`src/rtl/i_cache.sv`:
```
// rtl/i_cache.sv - direct-mapped read-only instruction cache with beat-wise line refill
module i_cache #(
  parameter int ADDR_WIDTH     = 32,
  parameter int INSTR_WIDTH    = 32,
  parameter int NUM_LINES      = 16,
  parameter int WORDS_PER_LINE = 4
) (
  input  logic                   i_clk,
  input  logic                   i_reset_n,
  input  logic                   i_fetch_req,
  input  logic [ADDR_WIDTH-1:0]  i_fetch_addr,
  output logic                   o_fetch_ready,
  output logic                   o_fetch_valid,
  output logic [INSTR_WIDTH-1:0] o_fetch_instr,
  input  logic                   i_flush,
  output logic                   o_mem_req_valid,
  output logic [ADDR_WIDTH-1:0]  o_mem_req_addr,
  input  logic                   i_mem_req_ready,
  input  logic                   i_mem_rsp_valid,
  input  logic [INSTR_WIDTH-1:0] i_mem_rsp_data
);

  localparam int WORD_W   = $clog2(WORDS_PER_LINE);
  localparam int OFFSET_W = WORD_W + 2;
  localparam int INDEX_W  = $clog2(NUM_LINES);
  localparam int TAG_W    = ADDR_WIDTH - INDEX_W - OFFSET_W;
  localparam int SLOTS    = NUM_LINES * WORDS_PER_LINE;
  localparam logic [WORD_W-1:0] LAST_BEAT = WORD_W'(WORDS_PER_LINE - 1);

  typedef enum logic [1:0] {IDLE, REQ, FILL, RESP} state_t;
  state_t state_q, state_d;

  logic [NUM_LINES-1:0]   valid_q;
  logic [TAG_W-1:0]       tags [NUM_LINES];
  logic [INSTR_WIDTH-1:0] data_mem [SLOTS];

  logic                   flush_pending_q;
  logic                   fetch_valid_q;
  logic [INSTR_WIDTH-1:0] fetch_instr_q;
  logic [INSTR_WIDTH-1:0] captured_q;
  logic [ADDR_WIDTH-1:0]  line_addr_q;
  logic [WORD_W-1:0]      miss_word_q;
  logic [WORD_W-1:0]      beat_q;

  logic [TAG_W-1:0]   fetch_tag;
  logic [INDEX_W-1:0] fetch_index;
  logic [WORD_W-1:0]  fetch_word;
  logic [TAG_W-1:0]   line_tag;
  logic [INDEX_W-1:0] line_index;
  logic               hit;
  logic               accept;
  logic               fill_beat;
  logic               fill_last;
  logic               unused_addr_bits;

  assign fetch_tag   = i_fetch_addr[ADDR_WIDTH-1 -: TAG_W];
  assign fetch_index = i_fetch_addr[OFFSET_W +: INDEX_W];
  assign fetch_word  = i_fetch_addr[2 +: WORD_W];
  assign line_tag    = line_addr_q[ADDR_WIDTH-1 -: TAG_W];
  assign line_index  = line_addr_q[OFFSET_W +: INDEX_W];
  assign unused_addr_bits = ^i_fetch_addr[1:0];

  assign hit       = valid_q[fetch_index] && (tags[fetch_index] == fetch_tag);
  assign accept    = i_fetch_req && o_fetch_ready;
  assign fill_beat = (state_q == FILL) && i_mem_rsp_valid;
  assign fill_last = fill_beat && (beat_q == LAST_BEAT);

  assign o_fetch_valid  = fetch_valid_q;
  assign o_fetch_instr  = fetch_instr_q;
  assign o_mem_req_addr = line_addr_q;

  always_ff @(posedge i_clk) begin
    if (!i_reset_n) begin
      state_q <= IDLE;
    end else begin
      state_q <= state_d;
    end
  end

  always_comb begin
    state_d         = state_q;
    o_fetch_ready   = 1'b0;
    o_mem_req_valid = 1'b0;
    case (state_q)
      IDLE: begin
        o_fetch_ready = !i_flush;
        if (i_fetch_req && !i_flush && !hit) begin
          state_d = REQ;
        end
      end
      REQ: begin
        o_mem_req_valid = 1'b1;
        if (i_mem_req_ready) begin
          state_d = FILL;
        end
      end
      FILL: begin
        if (fill_last) begin
          state_d = RESP;
        end
      end
      RESP: begin
        state_d = IDLE;
      end
      default: begin
        state_d = IDLE;
      end
    endcase
  end

  // Storage arrays carry no reset; valid_q alone decides whether their contents count.
  always_ff @(posedge i_clk) begin
    if (i_reset_n && fill_beat) begin
      data_mem[{line_index, beat_q}] <= i_mem_rsp_data;
      if (beat_q == LAST_BEAT) begin
        tags[line_index] <= line_tag;
      end
    end
  end

  always_ff @(posedge i_clk) begin
    if (!i_reset_n) begin
      valid_q         <= '0;
      flush_pending_q <= 1'b0;
      fetch_valid_q   <= 1'b0;
      fetch_instr_q   <= '0;
      captured_q      <= '0;
      line_addr_q     <= '0;
      miss_word_q     <= '0;
      beat_q          <= '0;
    end else begin
      fetch_valid_q <= 1'b0;
      if (state_q == RESP) begin
        flush_pending_q <= 1'b0;
      end else if (i_flush && state_q != IDLE) begin
        flush_pending_q <= 1'b1;
      end
      case (state_q)
        IDLE: begin
          if (i_flush) begin
            valid_q <= '0;
          end else if (accept && hit) begin
            fetch_valid_q <= 1'b1;
            fetch_instr_q <= data_mem[{fetch_index, fetch_word}];
          end else if (accept) begin
            line_addr_q <= {fetch_tag, fetch_index, {OFFSET_W{1'b0}}};
            miss_word_q <= fetch_word;
          end
        end
        REQ: begin
          if (i_mem_req_ready) begin
            beat_q <= '0;
          end
        end
        FILL: begin
          if (fill_beat) begin
            beat_q <= beat_q + WORD_W'(1);
            if (beat_q == miss_word_q) begin
              captured_q <= i_mem_rsp_data;
            end
            if (beat_q == LAST_BEAT) begin
              valid_q[line_index] <= 1'b1;
              fetch_valid_q       <= 1'b1;
              fetch_instr_q       <= (beat_q == miss_word_q) ? i_mem_rsp_data : captured_q;
            end
          end
        end
        RESP: begin
          // A flush seen at any point during the refill also drops the line just filled.
          if (flush_pending_q || i_flush) begin
            valid_q <= '0;
          end
        end
        default: begin
        end
      endcase
    end
  end

endmodule

```
`config.mk`:
```
export PLATFORM = sky130hd
export DESIGN_NAME = i_cache
export DESIGN_NICKNAME = d
export VERILOG_FILES = /design/src/rtl/i_cache.sv
export SDC_FILE = /design/constraint.sdc
export NUM_CORES = 2
export LEC_CHECK = 0
export BUFFER_PORTS_ARGS = -buffer_cell sky130_fd_sc_hd__buf_2
export CAP_MARGIN = 20
export CORE_MARGIN = 2
export CORE_UTILIZATION = 63
export DETAILED_ROUTE_END_ITERATION = 10
export HOLD_SLACK_MARGIN = 0.05
export PLACE_DENSITY = 0.81
export SLEW_MARGIN = 20
export SYNTH_ARGS = -nofsm -noshare
export SYNTH_HDL_FRONTEND = slang
export SYNTH_SLANG_ARGS = --single-unit
```
`constraint.sdc`:
```
create_clock -name i_clk -period 4.94 [get_ports i_clk]
set_input_delay 0.247 -clock i_clk [delete_from_list [all_inputs] [get_ports i_clk]]
set_output_delay 0.247 -clock i_clk [all_outputs]
set_load 0.005 [all_outputs]
```
==> results.sh <==
export IMPL_run_status="completed"
export IMPL_final_min_clock_period_ps=3810
export IMPL_crit_path_top_delay_cell="nor2_4"
export IMPL_antenna_found_initial=27
export IMPL_die_width_um=400
export IMPL_fin_skew_ps=54.4
export IMPL_floorplan_rows=145
export IMPL_ir_worst_vdd_v=0.000435
export IMPL_cts_tree="done"
export IMPL_maxSlewHeadroom_pct=21.6
export IMPL_yosys_warnings=0
export IMPL_worstSetupEndpointType="flop"
export IMPL_path_max_fanout=19
export IMPL_grt_usage_pct=33.8
export IMPL_ant_nets=0
export IMPL_crit_path_max_incr_delay_ps=760
export IMPL_cts_root_buf="clkbuf_16"
export IMPL_fin_util_pct=71.4
export IMPL_grt_busiest_layer="met2"
export IMPL_placed_cells=6446
export IMPL_htree_levels=4
export IMPL_route_vias_total=50300
export IMPL_p_sw_mw=10.0
export IMPL_p_int_mw=34.7
export IMPL_insertion_delay_ps=890
export IMPL_met1_usage_pct=44.5
export IMPL_dominantRegCellSynth="edfxtp_1"
export IMPL_syn_area_per_cell_um2=22.7
export IMPL_drive_above_1_share_pct=30.7
export IMPL_syn_area_mm2=0.0986
export IMPL_drt_wl_total_um=264000
export IMPL_finalWeightedCongestion=0.840
export IMPL_cellPowerDensity_mw_per_mm2=402
export IMPL_startpoint_type="flop"
export IMPL_r2r_start="state_q[0]$_SDFFE_PN0P_"
export IMPL_ff2ff_path_depth=9
export IMPL_post_cts_resized=0
export IMPL_clk_pin_slew_ps=70
export IMPL_grt_overflow_total=0
export IMPL_r2r_slack_ps=1130
export IMPL_synthMostInstantiatedCell="edfxtp_1"
export IMPL_grt_setup_unrepaired="no"
export IMPL_worstPathRequired_ps=5450
export IMPL_die_y_um=400
export IMPL_io_pins=137
export IMPL_arrival_ps=4320
export IMPL_synth_seq_area_share_pct=76.4
export IMPL_whs_ps=122
export IMPL_instances_no_fill=6950
export IMPL_drc=0
export IMPL_core_area_mm2=0.156
export IMPL_hold_violations=0
export IMPL_synth_edff_count=2432
export IMPL_drt_first_pass_iters=9
export IMPL_yosys_top_cells_count="edfxtp_1 (2432), mux4_2 (744), nand2_1 (179)"
export IMPL_p_seq_share_pct=53.5
export IMPL_setup_viol=0
export IMPL_grt_max_degree=106
export IMPL_hold_start="i_mem_rsp_data[10]"
export IMPL_p_leak_nw=35.2
export IMPL_slew_violations=0
export IMPL_r2r_end="data_mem[32][13]$_DFFE_PP_"
export IMPL_async_flop_share_pct=0
export IMPL_hold_path_class="in2reg"
export IMPL_start_util_pct=63.3
export IMPL_max_freq_mhz=263
export IMPL_hold_depth=3
export IMPL_use_met2_pct=54.4
export IMPL_setup_tns_ps=0
export IMPL_synthTopCellsByArea="edfxtp_1 (74%), mux4_2 (17%), dfxtp_1 (2.4%), mux2i_1 (1.3%), nand2_1 (0.68%)"
export IMPL_cts_buffers=231
export IMPL_postSynthRegisterBits=2548
export IMPL_drtIter0Drc=8953
export IMPL_wl_per_cell_um=38.0
export IMPL_clock_path_buffers=3
export IMPL_cp_cell_sequence="inv_1, ha_2, and2_1, buf_4, nand2_1, nor2_1, nand2_1, nor2_4, buf_4"
export IMPL_place_port_buffers=130
export IMPL_grt_pass1_vias=51300
export IMPL_p_clk_share_pct=40.3
export IMPL_nets=4757
export IMPL_cts_sinks=2548
export IMPL_tightest_slew_ps=1170
export IMPL_combPwrFrac_pct=6.2
export IMPL_syn_instance_count=4342
export IMPL_finalCritPeriodShare_pct=77.1
export IMPL_grt_pass1_wl_um=376000
export IMPL_grt_util_met3_pct=8.52
export IMPL_place_hpwl_um=138000
export IMPL_critical_path_class="reg2reg"
export IMPL_synth_distinct_cells=60
export IMPL_hold_path_end="captured_q[10]$_SDFFE_PN0P_"
export IMPL_switching_share_pct=22.4
export IMPL_yosysTopAreaCellShare_pct=74.1
export IMPL_syn2layout_area_growth_pct=12.8
export IMPL_max_cap_violations=0
export IMPL_vias_per_cell=7.23
export IMPL_synth_top_area_cell="edfxtp_1"
export IMPL_die_area_mm2=0.160
-- critical path, delay by kind of cell (launching register included) --
kind | cells | cell delay, ps
adders and majority gates | 1 | 190
buffers and inverters | 3 | 900
DFF | 1 | 340
and+or+nand+nor | 5 | 1990
-- cells in the final DEF (no fill, tap or decap), types with 37 or more instances in the layout --
master,instances
a21oi_1,61
clkinv_1,42
mux4_2,744
dlygate4sd3_1,59
buf_2,120
clkbuf_16,231
clkinv_2,50
nor2_4,78
buf_12,37
nand2_1,179
dfxtp_1,116
nor2_1,41
mux2i_1,130
clkbuf_1,53
buf_4,141
edfxtp_1,2432
-- cells by family (layout without fill, tap and decap cells) --
family                     after synthesis  in the layout  share of synthesized area (%)
AOI/OAI and AO/OA                      202            202                           1.41
other                                    1             13                        0.00380
and+or+nand+nor                        386            386                           1.82
DFF                                   2548           2548                           76.4
buffers and inverters                  269            807                           1.28
muxes                                  895            895                           18.7
xor gates and xnor gates                36             36                          0.320
adders and majority gates                5              5                         0.0634
-- metrics by stage --
stage | area, µm² | total power, mW | setup slack (ps)
floorplan | 98600 | 25.9 | 1530
finish | 111000 | 44.7 | 1130
global placement | 103000 | 26.9 | 754
detailed placement | 103000 | 27.0 | 657
global route | 111000 | 45.7 | 1000
CTS | 111000 | 44.8 | 1180
-- power by group through the flow --
stage	sequential (mW)	combinational (mW)	clock [mW]
2_1_floorplan	24.3	1.57	0
3_3_place_gp	24.4	2.49	0
3_5_place_dp	24.4	2.58	0
4_1_cts	23.9	2.71	18.1
5_1_grt	23.9	2.87	18.9
6_report	23.9	2.77	18.0
-- state kept, by name, summed over array words and instances (netlist names) --
name and flops:
o_fetch_instr 32, flush_pending_q 1, captured_q 32, state_q 2
valid_q 16, beat_q 2, o_mem_req_addr 28, data_mem 2048
o_fetch_valid 1, tags 384, miss_word_q 2
-- how the worst max path moves through the flow --
stage / startpoint / end
after floorplan: i_fetch_addr[2] / o_fetch_instr[14]$_SDFFE_PN0P_
after global placement: i_fetch_addr[6] / o_fetch_instr[1]$_SDFFE_PN0P_
after detailed placement: i_fetch_addr[5] / o_fetch_instr[2]$_SDFFE_PN0P_
after CTS: tags[10][11]$_DFFE_PP_ / o_fetch_instr[12]$_SDFFE_PN0P_
after global routing: tags[10][11]$_DFFE_PP_ / o_fetch_instr[12]$_SDFFE_PN0P_
final: state_q[0]$_SDFFE_PN0P_ / data_mem[32][13]$_DFFE_PP_
-- per-layer routing --
layer / part of all wire (%) / routed length, µm / up-vias
met5: 0.036 / 94 / -
li1: - / - / 19100
met4: 4.7 / 12500 / 16
met1: 33 / 86900 / 26000
met3: 13 / 33800 / 836
met2: 50 / 131000 / 4304
-- final cells by class --
| type | count | area (µm²) |
|---|---|---|
| multi-input cells | 1528 | 22600 |
| fillers | 8123 | 44600 |
| clock inverters | 145 | 1510 |
| inverters | 10 | 40.0 |
| clock buffers | 289 | 6050 |
| repair buffers | 363 | 3090 |
| well taps | 2058 | 2570 |
| flip-flops and latches | 2548 | 75400 |
| diodes | 9 | 22.5 |
-- timing repair --
item,4_1_cts,5_1_grt
endpoints found under the hold margin,978,260
hold buffers,55,4
setup buffers,0,0
Power figures use the tool's default switching activity.
